**src/rtl/vga_timing_pkg.sv**
```systemverilog
// Shared 640x480@60 VGA timing constants and colour type.
// Used by the VGA pin driver, colour control and renderers.
package vga_timing_pkg;

    localparam int CLK_DIV   = 4;

    localparam int H_VISIBLE = 640;
    localparam int H_FRONT   = 16;
    localparam int H_SYNC    = 96;
    localparam int H_BACK    = 48;

    localparam int V_VISIBLE = 480;
    localparam int V_FRONT   = 10;
    localparam int V_SYNC    = 2;
    localparam int V_BACK    = 33;

    localparam int H_TOTAL      = H_VISIBLE + H_FRONT + H_SYNC + H_BACK;
    localparam int V_TOTAL      = V_VISIBLE + V_FRONT + V_SYNC + V_BACK;
    localparam int H_SYNC_START = H_VISIBLE + H_FRONT;
    localparam int H_SYNC_END   = H_SYNC_START + H_SYNC - 1;
    localparam int V_SYNC_START = V_VISIBLE + V_FRONT;
    localparam int V_SYNC_END   = V_SYNC_START + V_SYNC - 1;

    localparam int HCNT_W = 10;
    localparam int VCNT_W = 10;

    typedef logic [11:0] colour_t;

endpackage

```
**src/rtl/mod_counter.sv**
```systemverilog
// Enable-gated modulo counter, 0..MAX, with a wrap flag for chaining.
// wrap_o is high on the enabled cycle that returns the count to zero.
module mod_counter #(
    parameter int MAX   = 3,
    parameter int WIDTH = 2
) (
    input  logic             clk_i,
    input  logic             rst_ni,
    input  logic             en_i,
    output logic [WIDTH-1:0] value_o,
    output logic             wrap_o
);

    localparam logic [WIDTH-1:0] MAX_L = WIDTH'(MAX);

    logic [WIDTH-1:0] value_q;
    logic [WIDTH-1:0] value_d;
    logic             at_max;

    assign at_max  = (value_q == MAX_L);
    assign wrap_o  = en_i && at_max;
    assign value_o = value_q;

    always_comb begin
        value_d = value_q;
        if (en_i) begin
            value_d = at_max ? '0 : value_q + 1'b1;
        end
    end

    always_ff @(posedge clk_i or negedge rst_ni) begin
        if (!rst_ni) begin
            value_q <= '0;
        end else begin
            value_q <= value_d;
        end
    end

endmodule

```
**src/rtl/vga_interface.sv**
```systemverilog
// VGA timing generator and pin driver: publishes pixel addresses,
// samples the returned colour one pixel later and blanks it.
module vga_interface
    import vga_timing_pkg::*;
#(
    parameter int CLK_DIV   = vga_timing_pkg::CLK_DIV,
    parameter int H_VISIBLE = vga_timing_pkg::H_VISIBLE,
    parameter int H_FRONT   = vga_timing_pkg::H_FRONT,
    parameter int H_SYNC    = vga_timing_pkg::H_SYNC,
    parameter int H_BACK    = vga_timing_pkg::H_BACK,
    parameter int V_VISIBLE = vga_timing_pkg::V_VISIBLE,
    parameter int V_FRONT   = vga_timing_pkg::V_FRONT,
    parameter int V_SYNC    = vga_timing_pkg::V_SYNC,
    parameter int V_BACK    = vga_timing_pkg::V_BACK
) (
    input  logic        CLK,
    input  logic        RESETN,
    input  colour_t     COLOUR_IN,
    output logic [9:0]  horz_address,
    output logic [8:0]  vert_address,
    output logic        FRAME_END,
    output logic        VGA_HS,
    output logic        VGA_VS,
    output colour_t     VGA_COLOUR
);

    localparam int DIV_W = $clog2(CLK_DIV);
    localparam int HT    = H_VISIBLE + H_FRONT + H_SYNC + H_BACK;
    localparam int VT    = V_VISIBLE + V_FRONT + V_SYNC + V_BACK;

    localparam logic [HCNT_W-1:0] H_VIS_L = HCNT_W'(H_VISIBLE);
    localparam logic [HCNT_W-1:0] H_SS_L  = HCNT_W'(H_VISIBLE + H_FRONT);
    localparam logic [HCNT_W-1:0] H_SE_L  = HCNT_W'(H_VISIBLE + H_FRONT + H_SYNC - 1);
    localparam logic [VCNT_W-1:0] V_VIS_L = VCNT_W'(V_VISIBLE);
    localparam logic [VCNT_W-1:0] V_SS_L  = VCNT_W'(V_VISIBLE + V_FRONT);
    localparam logic [VCNT_W-1:0] V_SE_L  = VCNT_W'(V_VISIBLE + V_FRONT + V_SYNC - 1);

    logic [DIV_W-1:0]  div_unused;
    logic              tick;
    logic [HCNT_W-1:0] hcount;
    logic [VCNT_W-1:0] vcount;
    logic              h_wrap;
    logic              v_wrap;

    mod_counter #(.MAX(CLK_DIV - 1), .WIDTH(DIV_W)) u_div (
        .clk_i   (CLK),
        .rst_ni  (RESETN),
        .en_i    (1'b1),
        .value_o (div_unused),
        .wrap_o  (tick)
    );

    mod_counter #(.MAX(HT - 1), .WIDTH(HCNT_W)) u_hcnt (
        .clk_i   (CLK),
        .rst_ni  (RESETN),
        .en_i    (tick),
        .value_o (hcount),
        .wrap_o  (h_wrap)
    );

    mod_counter #(.MAX(VT - 1), .WIDTH(VCNT_W)) u_vcnt (
        .clk_i   (CLK),
        .rst_ni  (RESETN),
        .en_i    (h_wrap),
        .value_o (vcount),
        .wrap_o  (v_wrap)
    );

    logic [HCNT_W-1:0] h_next;
    logic [VCNT_W-1:0] v_next;
    logic              visible;

    logic [9:0] horz_q, horz_d;
    logic [8:0] vert_q, vert_d;
    logic       hs_q, hs_d;
    logic       vs_q, vs_d;
    colour_t    colour_q, colour_d;
    logic       fe_q, fe_d;

    // Addresses track the post-tick counter value so they move with the counters.
    always_comb begin
        h_next = h_wrap ? '0 : hcount + 1'b1;
        v_next = vcount;
        if (h_wrap) begin
            v_next = v_wrap ? '0 : vcount + 1'b1;
        end
        visible  = (hcount < H_VIS_L) && (vcount < V_VIS_L);
        horz_d   = (h_next < H_VIS_L) ? h_next : '0;
        vert_d   = (v_next < V_VIS_L) ? v_next[8:0] : '0;
        hs_d     = !((hcount >= H_SS_L) && (hcount <= H_SE_L));
        vs_d     = !((vcount >= V_SS_L) && (vcount <= V_SE_L));
        colour_d = visible ? COLOUR_IN : 12'h000;
        fe_d     = v_wrap;
    end

    always_ff @(posedge CLK or negedge RESETN) begin
        if (!RESETN) begin
            horz_q   <= '0;
            vert_q   <= '0;
            hs_q     <= 1'b1;
            vs_q     <= 1'b1;
            colour_q <= '0;
            fe_q     <= 1'b0;
        end else begin
            fe_q <= fe_d;
            if (tick) begin
                horz_q   <= horz_d;
                vert_q   <= vert_d;
                hs_q     <= hs_d;
                vs_q     <= vs_d;
                colour_q <= colour_d;
            end
        end
    end

    assign horz_address = horz_q;
    assign vert_address = vert_q;
    assign VGA_HS       = hs_q;
    assign VGA_VS       = vs_q;
    assign VGA_COLOUR   = colour_q;
    assign FRAME_END    = fe_q;

endmodule
```
**config.mk**
```make
export PLATFORM = sky130hd
export DESIGN_NAME = vga_interface
export DESIGN_NICKNAME = d
export VERILOG_FILES = /design/src/rtl/vga_timing_pkg.sv /design/src/rtl/mod_counter.sv /design/src/rtl/vga_interface.sv
export SDC_FILE = /design/constraint.sdc
export NUM_CORES = 1
export LEC_CHECK = 0
export CORE_MARGIN = 2
export CORE_UTILIZATION = 25
export DETAILED_ROUTE_END_ITERATION = 6
export HOLD_SLACK_MARGIN = 0.02
export PLACE_DENSITY = 0.47
export SKIP_LAST_GASP = 1
export SLEW_MARGIN = 15
export SYNTH_ARGS = -nofsm -noshare
export SYNTH_HDL_FRONTEND = slang
export SYNTH_SLANG_ARGS = --single-unit
export TNS_END_PERCENT = 50
```
**constraint.sdc**
```tcl
create_clock -name CLK -period 2.4 [get_ports CLK]
set_input_delay 0.36 -clock CLK [delete_from_list [all_inputs] [get_ports CLK]]
set_output_delay 0.36 -clock CLK [all_outputs]
set_load 0.1 [all_outputs]
```
=== After elaboration in Yosys (flattened, before gate mapping) ===
Index checks and enable logic that the tools add are counted.

* $add $sub $neg: 3
* Order comparisons: 8
* Eq/ne operators: 3
* Multiplexer cells: 9
* Reduce and logical (&&, ||, !) cells: 7

{| class="wikitable"
|+ Operator list
! cell !! count
|-
| two-way mux 10 bit || 6
|-
| adder 10 x 1 -> 10 bit, second input constant || 2
|-
| == test 10 bit, second input constant || 2
|-
| less-than comparator 10 bit, second input constant || 2
|-
| less-than comparator 10 x 9 -> 1 bit, second input constant || 2
|-
| two-way mux 12 bit || 1
|-
| >= comparator 10 bit, second input constant || 1
|-
| >= comparator 10 x 9 -> 1 bit, second input constant || 1
|-
| <= comparator 10 bit, second input constant || 1
|-
| <= comparator 10 x 9 -> 1 bit, second input constant || 1
|-
| two-way mux 9 bit || 1
|-
| logical AND 1 bit || 5
|-
| adder 2 x 1 -> 2 bit, second input constant || 1
|-
| == test 2 bit, second input constant || 1
|-
| logical NOT 1 bit || 2
|-
| two-way mux 2 bit || 1
|}

* Flip-flop bits (word level): 56
* Bits of input ports: 14
* Output and inout port bits: 34
* Word-level logic and storage cells: 39

=== Longest topological paths before layout ===
* Depth after elaboration: 7
* Mapped depth: 7

=== Cells and area by module ===
A second synthesis with hierarchy kept.

* Cell total of the unflattened synthesis: 312
* Area total of the unflattened synthesis: 2950.3 µm²

{| class="wikitable"
|+ Modules (own cells, without submodules)
! module !! instances !! cells an instance !! area an instance (µm²) !! sequential area each (µm²)
|-
| vga_interface || 1 || 205 || 1808.0 || 853.3
|-
| mod_counter (u_vcnt) || 1 || 50 || 530.5 || 250.2
|-
| mod_counter (u_hcnt) || 1 || 50 || 510.5 || 250.2
|-
| mod_counter (u_div) || 1 || 7 || 101.3 || 50.0
|}

=== Worst setup path before layout ===
OpenSTA, ideal clock, no wires.

* Path type: reg2reg
* Start: register u_hcnt.value_q[0], in the netlist u_hcnt.value_o[0]
* End: register vert_q[6], in the netlist vert_address[6]
* Library setup time: 0.110 ns
* Data arrival time: 2.021 ns
* Slack: 0.269 ns
* Stages on the path, launching flop included: 7
* Buffers on the path: 0
* Period minus slack after synthesis: 2.131 ns
* Cells stage by stage: dfrtp_1 ha_1 nand4_4 nor4_4 nand4_1 mux2i_4 o41ai_1

* Longest elaborated chain between the ends: 7

{| class="wikitable"
|+ RTL lines
! element !! line !! RTL
|-
| start: declaration || mod_counter.sv:16 || <nowiki>logic [WIDTH-1:0] value_q;</nowiki>
|-
| start signal: assignment || mod_counter.sv:35 || <nowiki>value_q <= value_d;</nowiki>
|-
| == test 10 bit * || mod_counter.sv:20 || <nowiki>assign at_max = (value_q == MAX_L);</nowiki>
|-
| logical AND 1 bit * || mod_counter.sv:21 || <nowiki>assign wrap_o = en_i && at_max;</nowiki>
|-
| logical AND 1 bit || mod_counter.sv:21 ||
|-
| two-way mux 10 bit || vga_interface.sv:85 || <nowiki>v_next = v_wrap ? '0 : vcount + 1'b1;</nowiki>
|-
| two-way mux 10 bit * || vga_interface.sv:84 || <nowiki>if (h_wrap) begin</nowiki>
|-
| less-than comparator 10 x 9 -> 1 bit || vga_interface.sv:89 || <nowiki>vert_d = (v_next < V_VIS_L) ? v_next[8:0] : '0;</nowiki>
|-
| two-way mux 9 bit * || vga_interface.sv:89 ||
|-
| end signal: assignment || vga_interface.sv:108 || <nowiki>vert_q <= vert_d;</nowiki>
|-
| end: declaration || vga_interface.sv:74 || <nowiki>logic [8:0] vert_q, vert_d;</nowiki>
|}

Every way passes the cells marked *; elsewhere a longest branch is shown, timed or not.
A chain may end at the register's enable or synchronous reset.

=== Worst setup path in the final report ===
* Start: register u_hcnt.value_q[0], in the netlist u_hcnt.value_o[0]
* End: register vert_q[1], in the netlist vert_address[1]

The elaborated chain is that of the path after synthesis.

==> run_results.csv <==
group,metric,value,unit
flow_run,cap_viol_max_count,0,
sta,setup_violations,0,
floorplanning,dieArea,12700,um2
yosys,ys_top_cells_by_area,"dfrtp_1, nand2_1, a22o_1, o2bb2ai_1, xnor2_1",
yosys,avgSynthCellArea,10.8,um2
power,clock_power_share,0.407,
placed_design,place_ws,130,ps
global_route,grt_pass1_wl,12.1,mm
critical_path,end_kind,"flip-flop",
sta,rsz0062_at_grt,"no",
yosys,ys_warn_count,0,
final_layout,syn_to_final_growth,24.4,%
final_layout,stdcell_count,470,
placed_design,port_buffers,47,
yosys,synth_top_area_share,0.456,
yosys,ys_types,64,
clock_tree,numClockSinks,56,
power,cellInternalPower,1390,uW
yosys,synthFlopType,"dfrtp_1",
sta,slew_headroom,0.574,
floorplanning,ios,48,
floorplanning,initial_core_util,0.257,
sta,fin_setup_tns,0,ps
clock_tree,clk_latency,300,ps
min_path,hold_class,"in -> async",
critical_path,required,2570,ps
placed_design,hpwl,5.21,mm
route,drc,4,
power,switching_share,0.254,
global_route,use_met1,0.163,
sta,clock_skew,7.37,ps
yosys,yosys.area.top_type,"dfrtp_1",
floorplanning,core-area,11500,um2
global_route,antenna_found_initial,0,
sta,fin_hold_ws,79.9,ps
final_layout,multiInputGateArea,1380,um2
critical_path,path_buf_inv,1,
yosys,synth_edf_count,0,
clock_tree,cts_max_level,2,
status,status,"finished with violations",
critical_path,critPathKind,"reg -> reg",
global_route,grt.busiest_layer,"met2",
clock_tree,cts_buffers,5,
sta,worst_slack,175,ps
final_layout,fin_util,0.320,
yosys,yosysSeqAreaShare,0.474,
yosys,syn_nets,293,
yosys,synth_async_sr_flop_share,1.00,
clock_tree,cts_tree,"built",
route,vias_per_cell,4.79,
floorplanning,die_w,113,um
power,switchingPower,475,uW
critical_path,cp.arrival,2390,ps
clock_tree,root_buffer,"clkbuf_16",
route,wl_per_cell,15.5,um
critical_path,crit_path_cell_trace,"ha_2 > nand4_4 > nor4_4 > buf_4 > mux2_4 > a31oi_4 > o32ai_1",
critical_path,slowest_stage,"dfrtp_1",
final_layout,seqCellArea,1400,um2
sta,finalHoldViolations,0,
power,combinationalPowerShare,0.079,
sta,min_period_over_period,0.927,
sta,fmax,0.449,GHz
global_route,grtUsageMet2,0.189,
route,first_iter_violations,84,
floorplanning,fp-row-count,39,
global_route,use_met3,0.0257,
clock_tree,clkTransAtPathRegs,80,ps
critical_path,slowest_delay,410,ps
global_route,grt_use_total,0.119,
route,vias,2253,
yosys,synthCells,274,
clock_tree,clockBufferDepth,2,
sta,finalCriticalPeriod,2230,ps
route,ant_nets,0,
yosys,netlist_area,2960,um2
final_layout,diodes,0,
power,p_leak,0.00160,uW
route,wl,7.27,mm
placed_design,gp_congestion,0.835,
global_route,grt_overflow,0,
route,drtPass1Iterations,6,
power,vdd_drop_max,266,uV
placed_design,dpl.cell_count,462,
final_layout,fillerInstances,1200,
power,power_frac_seq,0.514,
clock_tree,cts_hold_buffers,0,
global_route,grt_pass1_vias,2344,
final_layout,drive_above_1_share,0.257,
critical_path,cp_top_family,"simple AND/OR/NAND/NOR gates",
sta,maxSlewViolCount,0,
critical_path,worstPathMaxFanout,7,
power,cellPowerDensity,507,nW/um2
critical_path,start_kind,"flip-flop",
status,violations,"DRC",
sta,worst_pin_slew,639,ps
yosys,ys_ff_latch,56,
global_route,grt_start_max_net_pins,31,
floorplanning,die_y,113,um
final_layout,nets,345,
Yosys cell counts (all sizes together), types with 2 or more instances:
cell,count
a21o,3
a21oi,7
a22o,12
and3,3
and4,2
buf,7
clkbuf,10
dfrtp,54
dfstp,2
ha,5
inv,15
mux2,2
mux2i,5
nand2,30
nand2b,2
nand3,12
nand3b,2
nand4,6
nand4bb,2
nor2,13
nor3,9
nor4,4
o21ai,6
o22ai,2
o2bb2ai,8
o31ai,2
o32ai,4
o41ai,7
or2,2
or3,5
xnor2,8
xor2,6
power groups by stage:
stage	combinational (uW)	sequential, uW	clock, uW
3_5_place_dp	151	977	0
5_1_grt	157	960	838
4_1_cts	151	959	793
2_1_floorplan	9.90	1050	0
6_report	148	959	760
3_3_place_gp	151	978	0
through the flow:
stage | total power (uW) | area, um2
2_1_floorplan | 1060 | 2960
3_3_place_gp | 1130 | 3520
3_5_place_dp | 1130 | 3520
4_1_cts | 1900 | 3670
5_1_grt | 1950 | 3680
6_report | 1870 | 3680
repair_timing:
item	4_1_cts	5_1_grt
endpoints found under the setup margin	0	8
gates resized for setup	0	2
buffers inserted	0	0
path summary, 6_finish.rpt:
check / cells after the start / slack, ps / start / to
worst max-delay path: 7 / 170 / u_hcnt.value_o[0] / vert_address[1]
worst min-delay path: 1 / 80 / RESETN / u_vcnt.value_o[8]
worst max register to register: 7 / 170 / u_hcnt.value_o[0] / vert_address[1]
worst min register to register: 1 / 430 / u_div.value_o[0] / u_div.value_o[0]
max in group asynchronous: 2 / 1670 / RESETN / VGA_VS
min in group CLK: 1 / 430 / u_div.value_o[0] / u_div.value_o[0]
layer usage:
| layer | share of wire | vias up | wire (um) |
|---|---|---|---|
| met2 | 0.46 | 35 | 3320 |
| met1 | 0.49 | 1101 | 3590 |
| met4 | 0.015 | 0 | 110 |
| met5 | 0 | - | 0 |
| met3 | 0.033 | 10 | 243 |
| li1 | - | 1107 | - |
layout make-up:
cell class	instances	area share
Sequential cell	56	0.381
Multi-Input combinational cell	185	0.375
Timing Repair Buffer	63	0.139
Tap cell	143	0.0486
Clock buffer	5	0.0340
Inverter	15	0.0153
Clock inverter	3	0.00747
cells in the final DEF, fill, tap and decap left out, drive strengths merged, types with 3 or more instances in the layout:
cell,instances
a21o,3
a21oi,7
a22o,12
and3,3
buf,51
clkbuf,5
clkdlybuf4s50,12
dfrtp,54
ha,5
inv,16
mux2i,5
nand2,30
nand3,12
nand4,6
nor2,13
nor3,9
nor4,4
o21ai,6
o2bb2ai,8
o32ai,4
o41ai,7
or3,5
xnor2,8
xor2,6
registers in the layout (all words and copies together), names as in the netlist, 2 cells and up:
| signal | flops |
|---|---|
| VGA_COLOUR | 12 |
| horz_address | 10 |
| u_hcnt.value_o | 10 |
| u_vcnt.value_o | 10 |
| vert_address | 9 |
| u_div.value_o | 2 |
logic make-up (layout without fill, tap and decap cells):
logic type,count (synthesis),count (layout),share of synthesized area
buffers and inverters,33,86,0.0638
multiplexers,7,7,0.0300
AND/OR/NAND/NOR,97,97,0.186
flip-flops,56,56,0.474
XOR/XNOR,14,14,0.0414
adder cells (fa/ha/maj),5,5,0.0211
AO/OA/AOI/OAI,62,62,0.184
No activity file was read; power rests on OpenSTA's default activity.
